### src/rtl/pipeif.sv
// Instruction-fetch stage: PC register, next-PC select and the IF/ID pipeline register.
// Branch-delay-slot machine, so the instruction after a redirect is never flushed.
module pipeif #(
    parameter logic [31:0] RESET_PC = 32'h0000_0000
) (
    input  logic        clock,
    input  logic        reset,
    input  logic [1:0]  pcsource,
    input  logic [31:0] bpc,
    input  logic [31:0] da,
    input  logic [31:0] jpc,
    input  logic        wpcir,
    input  logic [31:0] imem_data,
    output logic [31:0] imem_addr,
    output logic [31:0] pc,
    output logic [31:0] dpc4,
    output logic [31:0] inst,
    output logic        dvalid,
    output logic [31:0] fcount,
    output logic        pcerr
);

    logic [31:0] pc_q, pc_d;
    logic [31:0] dpc4_q, inst_q, fcount_q;
    logic        dvalid_q, pcerr_q;
    logic [31:0] pc4, npc;
    logic        misaligned_jr;

    always_comb begin
        pc4 = pc_q + 32'd4;
        npc = pc4;
        case (pcsource)
            2'b01:   npc = bpc;
            2'b10:   npc = da;
            2'b11:   npc = jpc;
            default: npc = pc4;
        endcase
        // Fetch addresses are word aligned; low bits of any target are dropped.
        pc_d = npc & 32'hFFFF_FFFC;
    end

    assign misaligned_jr = (pcsource == 2'b10) && (da[1:0] != 2'b00);

    always_ff @(posedge clock) begin
        if (reset) begin
            pc_q     <= RESET_PC;
            dpc4_q   <= 32'd0;
            inst_q   <= 32'h0000_0000;
            dvalid_q <= 1'b0;
            fcount_q <= 32'd0;
            pcerr_q  <= 1'b0;
        end else if (wpcir) begin
            pc_q     <= pc_d;
            dpc4_q   <= pc4;
            inst_q   <= imem_data;
            dvalid_q <= 1'b1;
            fcount_q <= fcount_q + 32'd1;
            pcerr_q  <= pcerr_q | misaligned_jr;
        end
    end

    assign imem_addr = pc_q;
    assign pc        = pc_q;
    assign dpc4      = dpc4_q;
    assign inst      = inst_q;
    assign dvalid    = dvalid_q;
    assign fcount    = fcount_q;
    assign pcerr     = pcerr_q;

endmodule

### config.mk
export PLATFORM = sky130hd
export DESIGN_NAME = pipeif
export DESIGN_NICKNAME = d
export VERILOG_FILES = /design/src/rtl/pipeif.sv
export SDC_FILE = /design/constraint.sdc
export NUM_CORES = 1
export LEC_CHECK = 0
export ABC_AREA = 1
export CAP_MARGIN = 25
export CORE_AREA = 2 2 135 137
export CTS_BUF_LIST = sky130_fd_sc_hd__clkbuf_4 sky130_fd_sc_hd__clkbuf_8
export DETAILED_ROUTE_END_ITERATION = 8
export DIE_AREA = 0 0 137 139
export GPL_TIMING_DRIVEN = 0
export PLACE_DENSITY = 0.75
export SLEW_MARGIN = 30
export SYNTH_ARGS = -nofsm -noshare
export SYNTH_HDL_FRONTEND = slang
export SYNTH_SLANG_ARGS = --single-unit
### constraint.sdc
create_clock -name clock -period 2.8 [get_ports clock]
set_clock_uncertainty 0.05 [all_clocks]
set_input_delay 0.56 -clock clock [delete_from_list [all_inputs] [get_ports clock]]
set_output_delay 0.56 -clock clock [all_outputs]
set_load 0.005 [all_outputs]
Word level (Yosys, flattened, before mapping)
Cells that the tools add are included.
{"block": "word_totals", "reg_bits": 128, "elab_cells": 15}
{"block": "classes", "add_sub_neg": 2, "n_eq_ne": 3, "n_mux": 1, "n_bitwise": 1, "n_reduce_logical": 2}
{"cell": "case mux 32 bit (3 select lines)", "n": 1}
{"cell": "adder 32 x 1 -> 32 bit (second input constant)", "n": 1}
{"cell": "adder 32 x 3 -> 32 bit (second input constant)", "n": 1}
{"cell": "== test 2 bit (second input constant)", "n": 2}
{"cell": "== test 2 x 1 -> 1 bit (second input constant)", "n": 1}
{"cell": "nonzero test 2 bit", "n": 1}
{"cell": "logical AND 1 bit", "n": 1}
{"cell": "bitwise OR 1 bit", "n": 1}

Logic depth before layout (Yosys ltp)
{"block": "logic_depth", "depth_word": 3, "mapped_depth": 10, "ltp_nobuf": 10}

Worst setup path after synthesis
OpenSTA, ideal clock, no wires.
{"block": "synth_path", "path_type": "register -> register", "from": "reg pc_q[2] (netlist: imem_addr[2])", "to": "reg pc_q[18] (netlist: imem_addr[18])", "setup_ns": 0.132, "arrival_time_ns": 1.363, "t_required_ns": 2.618, "setup_slack_ns": 1.255, "path_stages_with_launch": 9, "n_path_buf": 0, "cell_sequence": "dfxtp_1 > ha_1 > nand2_2 > nor2_4 > nand2_4 > o21ai_0 > nand3_1 > nand3_1 > a21oi_1"}
{"block": "synth_between", "elab_chain_cells": 2}
{"item": "from (decl)", "line": "23", "text": "logic [31:0] pc_q, pc_d;"}
{"item": "from (signal assigned)", "line": "53", "text": "pc_q <= pc_d;"}
{"item": "adder 32 x 3 -> 32 bit", "line": "30", "text": "pc4 = pc_q + 32'd4;"}
{"item": "case mux 32 bit (3 select lines)", "line": "32", "text": "case (pcsource)"}
No other way between the ends.
A chain may end at the register's enable or synchronous reset.

Worst setup path in the final report
{"block": "layout_path", "from": "in reset", "to": "reg dpc4_q[29] (netlist: dpc4[29])"}
{"item": "from (decl)", "line": "7", "text": "input logic reset,"}
{"item": "to (signal assigned)", "line": "54", "text": "dpc4_q <= pc4;"}
{"item": "to (decl)", "line": "24", "text": "logic [31:0] dpc4_q, inst_q, fcount_q;"}
No word-level cell between the ends.

==> qor.yml <==
vias: 8077
yosysTopAreaCellShare: 0.3637
mostFrequentLayoutCell: "clkdlybuf4s50_1"
syn_area_per_cell_um2: 6.599
reg2reg_to: "dpc4[16]$_SDFFE_PP0P_"
report.final.slew_viol_count: 0
grt_overflow: 0
first_pass_iters: 5
netlist_instances: 1051
clock_path_buffers: 2
status: "complete, no violations"
ant_nets: 0
synth_seq_cells: 126
drive_gt1_frac: 0.09038
nets: 1494
wl_per_cell_um: 16.11
grt_pass1_vias: 7499
cts_setup_buffers: 0
min-delay-start: "pcerr$_SDFFE_PP0P_"
hold_buffers: 0
cts_resized: 0
end_kind: "register"
power_mw: 4.481
path_class: "primary input to register"
place_inst: 1569
synth-main-ff-cell: "dfxtp_1"
path_clk_slew_ps: 80
startpoint_type: "primary input"
clkLatencyLatePin_ps: 450
hold_viol: 0
grt_first_pass_wirelength_um: 39790
yosys_warnings: 0
cp.required_ps: 3130
power_density_nw_per_um2: 427.5
setup_ws_ps: 506.5
cts.sinks: 126
htreeDepth: 4
drv_cap: 0
fin_crit_sh: 0.8191
antenna_found_initial: 0
tns_ps: 0
start_util: 0.3928
yosysSeqAreaShare: 0.3637
cts_tree: "done"
hold_end: "pcerr$_SDFFE_PP0P_"
area_delta_synth_final_pct: 51.15
port_buffers: 284
hold_slack_ps: 414.2
regArea_um2: 2522
numCtsBuffers: 17
max_stage_delay_ps: 630
die_x_um: 137
min_period_ps: 2293
synth.distinct_cells: 39
rsz0062_at_grt: "no"
holdCritPathClass: "register to register"
synthArstFlopShare: 0
crit_fanout: 10
hold_depth: 2
fin_area_um2: 10480
crit_arrival_ps: 2620
r2r_slack_ps: 910
grt_max_degree: 17
place_congestion: 0.9471
tightestPinTransition_ps: 761.4
cp.depth: 6
wl_um: 25790
synth.area.top_cells: "dfxtp_1 (36%), nand2_1 (13%), nor2_1 (8.9%)"
worstReg2RegStart: "imem_addr[2]$_SDFFE_PP0P_"
cp_slowest_cell: "clkbuf_1"
final_util: 0.5937
vias_per_cell: 5.045
multi_input_area_um2: 3603
syn_area_um2: 6935
final_cell_mix: "clkdlybuf4s50_1 (284), nand2_1 (246), nor2_1 (164)"
cp_top_family: "buffers and inverters"
clock.fmax_mhz: 436.0
drcViolationCount: 0
die_y_um: 139
synth_edf_count: 0
path_cells: "clkdlybuf4s50_1 -> inv_1 -> clkbuf_1 -> clkbuf_1 -> o211ai_1 -> inv_1"
core_um2: 17660
pre_cts_ws_ps: 123.5
p_leak_nw: 4.157
pin_count: 295
root_buffer: "clkbuf_8"
fin_cells: 1601
fillers: 1648
placementRows: 49
diodes: 0
maxSlewHeadroom: 0.4924
setup_violations: 0
yosysTopAreaCell: "dfxtp_1"
first_iter_violations: 710
dp_hpwl_um: 20130
place_area_um2: 10080
grt_usage: 0.2693
crit_buf_inv: 5
fp.dieArea_um2: 19040
ir_worst_vdd_v: 0.0003341
reg2reg_depth: 8
-- metal layers --
metal / up-vias / global-route usage / routed length (um)
li1: 3990 / - / -
met5: - / 0 / 0
met3: 49 / 0.07054 / 2029
met2: 325 / 0.4420 / 12360
met4: 0 / 0.09278 / 695
met1: 3713 / 0.3398 / 10700
-- sequential cells by signal, indices dropped and copies added, names as in the netlist --
| signal | cells |
|---|---|
| pcerr | 1 |
| dvalid | 1 |
| inst | 32 |
| dpc4 | 30 |
| fcount | 32 |
| imem_addr | 30 |
-- layout make-up --
type | instances | share of cell area
Buffer | 84 | 0.04607
Clock buffer | 24 | 0.03032
Clock inverter | 8 | 0.007758
Inverter | 92 | 0.03294
Multi-Input combinational cell | 754 | 0.3438
Sequential cell | 126 | 0.2406
Tap cell | 229 | 0.02733
Timing Repair Buffer | 284 | 0.2712
-- worst max path at each step --
stage                                    start                         end  slack [ps]
floorplan            imem_addr[2]$_SDFFE_PP0P_  imem_addr[18]$_SDFFE_PP0P_        1250
global placement                         reset       dpc4[27]$_SDFFE_PP0P_          80
detailed placement                       reset       dpc4[29]$_SDFFE_PP0P_         120
CTS                 imem_addr[23]$_SDFFE_PP0P_                      pc[23]         500
global route                             reset       dpc4[29]$_SDFFE_PP0P_         430
finish                                   reset       dpc4[29]$_SDFFE_PP0P_         510
-- cell usage after synthesis, types with 7 or more instances --
cell        n
a21oi_1    51
a31oi_1    11
buf_2      17
buf_4      37
clkbuf_1   27
dfxtp_1   126
inv_1      89
nand2_1   246
nand2_2     7
nand3_1    83
nand4_1     9
nor2_1    164
nor2_2     10
nor2_4     13
o211ai_1   19
o21ai_0    86
xor2_1     10
-- worst reg2reg max path, delay by kind of cell, from the launching register on --
| family | cells | cell delay (ps) |
|---|---|---|
| AO/OA/AOI/OAI | 2 | 380 |
| adder cells (fa/ha/maj) | 1 | 250 |
| buffers and inverters | 1 | 50 |
| flip-flops | 1 | 460 |
| AND/OR/NAND/NOR | 4 | 580 |
-- power breakdown --
| part | internal, mW | total [mW] | switching (mW) |
|---|---|---|---|
| sequential | 1.89 | 1.99 | 0.105 |
| clock | 0.841 | 1.59 | 0.748 |
| combinational | 0.517 | 0.902 | 0.385 |
-- cells by family after synthesis --
group	count (synthesis)	share of synthesized area
flip-flops	126	0.3637
buffers and inverters	176	0.1194
AO/OA/AOI/OAI	179	0.1431
AND/OR/NAND/NOR	551	0.3495
other	1	0.0005407
XOR/XNOR	16	0.02021
adder cells (fa/ha/maj)	2	0.003608
(Power assumes the default switching activity.)
